`config.mk`:
```
export PLATFORM = sky130hd
export DESIGN_NAME = exp3_unidade_controle
export DESIGN_NICKNAME = d
export VERILOG_FILES = /design/src/rtl/exp3_unidade_controle.sv
export SDC_FILE = /design/constraint.sdc
export NUM_CORES = 1
export LEC_CHECK = 0
export ABC_AREA = 1
export BUFFER_PORTS_ARGS = -buffer_cell sky130_fd_sc_hd__buf_2
export CAP_MARGIN = 5
export CORE_AREA = 2 2 39 41
export CTS_BUF_LIST = sky130_fd_sc_hd__clkbuf_4 sky130_fd_sc_hd__clkbuf_8 sky130_fd_sc_hd__clkbuf_16
export CTS_CLUSTER_SIZE = 16
export DETAILED_ROUTE_END_ITERATION = 10
export DIE_AREA = 0 0 41 43
export GPL_TIMING_DRIVEN = 0
export HOLD_SLACK_MARGIN = 0.06
export SLEW_MARGIN = 20
export SYNTH_ARGS = -nofsm -noshare
export SYNTH_HDL_FRONTEND = slang
export SYNTH_SLANG_ARGS = --single-unit
```
`constraint.sdc`:
```
create_clock -name clock -period 1.8 [get_ports clock]
set_clock_uncertainty 0.2 [all_clocks]
set_input_delay 0 -clock clock [delete_from_list [all_inputs] [get_ports clock]]
set_output_delay 0 -clock clock [all_outputs]
set_load 0.005 [all_outputs]
```
`src/rtl/exp3_unidade_controle.sv`:
```
// exp3_unidade_controle
// Control unit for the memory-matching game round: the player confirms one
// switch value per jogada rising edge, and the datapath compares it against
// 16 ROM words in sequence. The round ends on the first mismatch
// (fim_errou) or after all 16 words match (fim_acertou).
//
// Structure:
//   - A one-flop edge detector on jogada. A held level only acts once.
//   - A Moore FSM. Its next state is computed combinationally.
//   - Output flops loaded with the decode of the next state. Each output
//     flop therefore always equals the decode of the current state
//     register, so the outputs depend only on the state and are glitch-free.
//   - Reset is synchronous and active-high. It forces the state to inicial,
//     the outputs to 0 and the edge-detector flop to 0.

module exp3_unidade_controle (
   input  logic       clock,
   input  logic       reset,
   input  logic       iniciar,
   input  logic       jogada,
   input  logic       chavesIgualMemoria,
   input  logic       fimC,
   output logic       zeraC,
   output logic       contaC,
   output logic       zeraR,
   output logic       registraR,
   output logic       pronto,
   output logic       acertou,
   output logic       errou,
   output logic [3:0] db_estado
);

   // State codes are visible on db_estado, so they are fixed values rather
   // than tool-chosen encodings.
   typedef enum logic [3:0] {
      st_inicial     = 4'b0000,
      st_preparacao  = 4'b0001,
      st_espera      = 4'b0010,
      st_registra    = 4'b0100,
      st_compara     = 4'b0101,
      st_proximo     = 4'b0110,
      st_fim_acertou = 4'b1010,
      st_fim_errou   = 4'b1110
   } estado_t;

   estado_t estado_q;
   estado_t estado_d;

   logic    jogada_reg_q;
   logic    jogada_reg_d;
   logic    jogada_pulso;

   logic    zera_c_q;
   logic    zera_c_d;
   logic    conta_c_q;
   logic    conta_c_d;
   logic    zera_r_q;
   logic    zera_r_d;
   logic    registra_r_q;
   logic    registra_r_d;
   logic    pronto_q;
   logic    pronto_d;
   logic    acertou_q;
   logic    acertou_d;
   logic    errou_q;
   logic    errou_d;

   // Edge detector: remember last cycle's jogada and fire only on 0->1.
   always_comb begin
      jogada_reg_d = jogada;
      jogada_pulso = jogada & ~jogada_reg_q;
   end

   // Next-state logic. iniciar only matters in the resting states, and
   // jogada_pulso only matters in espera. Unknown codes fall back to inicial.
   always_comb begin
      estado_d = st_inicial;
      case (estado_q)
         st_inicial: begin
            if (iniciar) begin
               estado_d = st_preparacao;
            end else begin
               estado_d = st_inicial;
            end
         end
         st_preparacao: begin
            estado_d = st_espera;
         end
         st_espera: begin
            if (jogada_pulso) begin
               estado_d = st_registra;
            end else begin
               estado_d = st_espera;
            end
         end
         st_registra: begin
            estado_d = st_compara;
         end
         st_compara: begin
            if (!chavesIgualMemoria) begin
               estado_d = st_fim_errou;
            end else if (fimC) begin
               estado_d = st_fim_acertou;
            end else begin
               estado_d = st_proximo;
            end
         end
         st_proximo: begin
            estado_d = st_espera;
         end
         st_fim_acertou: begin
            if (iniciar) begin
               estado_d = st_preparacao;
            end else begin
               estado_d = st_fim_acertou;
            end
         end
         st_fim_errou: begin
            if (iniciar) begin
               estado_d = st_preparacao;
            end else begin
               estado_d = st_fim_errou;
            end
         end
         default: begin
            estado_d = st_inicial;
         end
      endcase
   end

   // Output decode of the state being entered. The result is registered
   // alongside the state so the outputs line up with the state register.
   always_comb begin
      zera_c_d     = 1'b0;
      conta_c_d    = 1'b0;
      zera_r_d     = 1'b0;
      registra_r_d = 1'b0;
      pronto_d     = 1'b0;
      acertou_d    = 1'b0;
      errou_d      = 1'b0;
      case (estado_d)
         st_preparacao: begin
            zera_c_d = 1'b1;
            zera_r_d = 1'b1;
         end
         st_registra: begin
            registra_r_d = 1'b1;
         end
         st_proximo: begin
            conta_c_d = 1'b1;
         end
         st_fim_acertou: begin
            pronto_d  = 1'b1;
            acertou_d = 1'b1;
         end
         st_fim_errou: begin
            pronto_d = 1'b1;
            errou_d  = 1'b1;
         end
         default: begin
            zera_c_d = 1'b0;
         end
      endcase
   end

   // State, edge-detector and output registers. Synchronous reset has
   // priority over every other input.
   always_ff @(posedge clock) begin
      if (reset) begin
         estado_q     <= st_inicial;
         jogada_reg_q <= 1'b0;
         zera_c_q     <= 1'b0;
         conta_c_q    <= 1'b0;
         zera_r_q     <= 1'b0;
         registra_r_q <= 1'b0;
         pronto_q     <= 1'b0;
         acertou_q    <= 1'b0;
         errou_q      <= 1'b0;
      end else begin
         estado_q     <= estado_d;
         jogada_reg_q <= jogada_reg_d;
         zera_c_q     <= zera_c_d;
         conta_c_q    <= conta_c_d;
         zera_r_q     <= zera_r_d;
         registra_r_q <= registra_r_d;
         pronto_q     <= pronto_d;
         acertou_q    <= acertou_d;
         errou_q      <= errou_d;
      end
   end

   assign zeraC     = zera_c_q;
   assign contaC    = conta_c_q;
   assign zeraR     = zera_r_q;
   assign registraR = registra_r_q;
   assign pronto    = pronto_q;
   assign acertou   = acertou_q;
   assign errou     = errou_q;
   assign db_estado = estado_q;

endmodule

```
==> results.yml <==
final_layout:
  nFillCells: 143
  area_growth_pct: 46.95
  fin_nets: 100
  register_area_sq_um: 230.2
  drive_above_1_share: 0.5161
  multiInputGateArea_sq_um: 226.5
  antenna_cells: 0
sta:
  slew_violations: 0
  hold_viol: 0
  min_period_ns: 1.349
  clock.fmax_mhz: 741.4
  finalSetupTns_ns: 0
  grt_setup_unrepaired: "false"
  worstMarginPinSlew_ns: 0.1804
  slew_headroom: 0.8792
  finalCritPeriodShare: 0.7494
  finalSetupViolations: 0
placement:
  numPortBuffers: 16
  hpwlAfterDp_um: 718.4
  globalplace.congestion: 0.7210
synthesis:
  syn_area_sq_um: 493.0
  seq_area_frac_synth: 0.4467
  ys_ff_latch: 11
  syn_inst: 66
  yosysWarnings: 0
  yosysUniqueCellTypes: 16
  synthesis.nets: 72
  syn_area_per_cell_sq_um: 7.469
clocking:
  cts_inserted_buffers: 3
  cts.sink_count: 11
  tritoncts: "yes"
  htree_levels: 1
  cts_root_buffer: "clkbuf_4"
  clk_pin_slew_ns: 0.06
  cts.path.max_buffers: 2
  clock_latency_ns: 0.27
route:
  via_per_inst: 4.486
  final_antenna_net_count: 0
  num_vias: 489
  postRouteWirelength_um: 995
  drt_pass1_iterations: 4
  drc: 0
  wl_per_cell_um: 9.128
  drt_iter0_drc: 5
pwr:
  power.leakage_nw: 0.3794
  pwr-share-comb: 0.156
  clock_power_share: 0.352
  p_seq_frac: 0.493
  p_per_area_mw_per_mm2: 724.0
  p_int_w: 0.0003904
  switching_share: 0.2556
  fin_total_pwr_w: 0.0005245
  irDropWorstVdd_uv: 352.8
  switching_power_w: 0.0001341
setup_path:
  crit_type: "in2reg"
  crit_path_end_kind: "flip-flop"
  arrival_ns: 1.31
  start_kind: "primary input"
  worstPathMaxFanout: 2
  required_ns: 1.77
global_route:
  overflow: 0
  grt_pass1_wl_mm: 1.690
  grt_start_max_net_pins: 7
  grt_pass1_vias: 445
  grtUsageTotal: 0.1456
  antenna_found_initial: 0
run_status:
  status: "finished, final reports clean"
floorplanning:
  io_pins: 17
  die_x_um: 41
  core_area_sq_mm: 0.001384
  start_util: 0.3562
  fp.dieArea_sq_mm: 0.001763
  rows: 14
  fp.dieH_um: 43
worst_hold_path:
  min_path_type: "in2reg"
run:
  max_cap_viol_count: 0
cells in the mapped netlist:
cell type  number  share of area
dfxtp_1        11           0.45
nor2_1          8          0.061
inv_1          10          0.076
inv_2           5          0.038
o211ai_2        1          0.025
nand3_1         7          0.071
nor2_2          5          0.063
buf_4           1          0.015
o21ai_2         1          0.018
nor2_4          1          0.023
clkinv_1        1         0.0076
a21oi_1         1          0.010
o21ai_1         1          0.010
nand2_2         4          0.051
nand2_4         1          0.023
nand2_1         8          0.061
worst paths after layout:
check	depth (start not counted)	end	start	slack, ns
worst max-delay path	5	jogada_reg_q	jogada	0.45
worst min-delay path	3	db_estado[2]	reset	0.29
worst max register to register	8	contaC	db_estado[1]	0.58
worst min register to register	3	registraR	jogada_reg_q	0.33
stage by stage:
stage / cell area, sq um / worst slack, ns / util / cells / hold WS (ns)
after floorplan: 493.0 / 0.6355 / - / 66 / -0.1331
after global placement: 593.1 / 0.5666 / 0.4286 / 98 / 0.03228
after detailed placement: 593.1 / 0.5549 / 0.4286 / 98 / 0.04130
after CTS: 703.2 / 0.01108 / 0.5081 / 110 / 0.3101
after global routing: 724.4 / 0.3880 / 0.5235 / 109 / 0.3100
final: 724.4 / 0.4512 / 0.5235 / 109 / 0.2896
cell families (layout without fill, tap and decap cells):
kind of cell | Yosys count | count (layout) | synth area share
AOI/OAI and AO/OA | 4 | 4 | 0.06343
and+or+nand+nor | 34 | 34 | 0.3528
buffers and inverters | 17 | 44 | 0.1371
DFF | 11 | 11 | 0.4467
timing repair:
action | in CTS | in global routing
hold buffers | 8 | 0
resized for setup | 0 | 12
setup buffers | 0 | 1
hold endpoints to repair | 11 | 0
endpoints found under the setup margin | 0 | 6
final cells by class:
class | count | share of cell area
plain buffers | 1 | 0.01036
clock buffers | 4 | 0.04145
inverters | 16 | 0.08636
multi-input cells | 38 | 0.3126
flip-flops and latches | 11 | 0.3178
well taps | 16 | 0.02763
repair buffers | 23 | 0.2038
per-layer routing:
metal,up-vias,track usage,share of wire
met5,-,0,0
met4,0,0.1200,0.037
met3,5,0.03141,0.057
met2,12,0.1938,0.46
met1,220,0.1908,0.44
li1,252,-,-
sequential cells by signal, indices dropped and copies added (netlist names):
| name | count |
|---|---|
| jogada_reg_q | 1 |
| pronto | 1 |
| registraR | 1 |
| errou | 1 |
| contaC | 1 |
| acertou | 1 |
| db_estado | 4 |
| zeraR | 1 |
placed cells by master, fill, tap and decap left out, types with 2 or more instances in the layout:
cell           count
buf_2             16
buf_4              2
clkbuf_4           4
dfxtp_1            7
dfxtp_2            2
dfxtp_4            2
dlygate4sd3_1      6
inv_1             10
inv_2              4
nand2_1            7
nand2_2            5
nand3_1            6
nor2_1             6
nor2_2             7
power by group through the flow:
stage / registers [W] / logic [W] / clock network (W)
after CTS: 0.000259 / 0.0000745 / 0.000187
after floorplan: 0.000265 / 0.0000399 / 0
after global placement: 0.000264 / 0.0000627 / 0
final: 0.000259 / 0.0000816 / 0.000184
after detailed placement: 0.000264 / 0.0000632 / 0
after global routing: 0.000260 / 0.0000927 / 0.000207
critical path, cell delays in order:
cell,delay [ns]
dlygate4sd3_1,0.53
buf_2,0.13
inv_1,0.07
nor2_1,0.04
dlygate4sd3_1,0.54
Note: power is estimated with default switching activity, not from simulation.
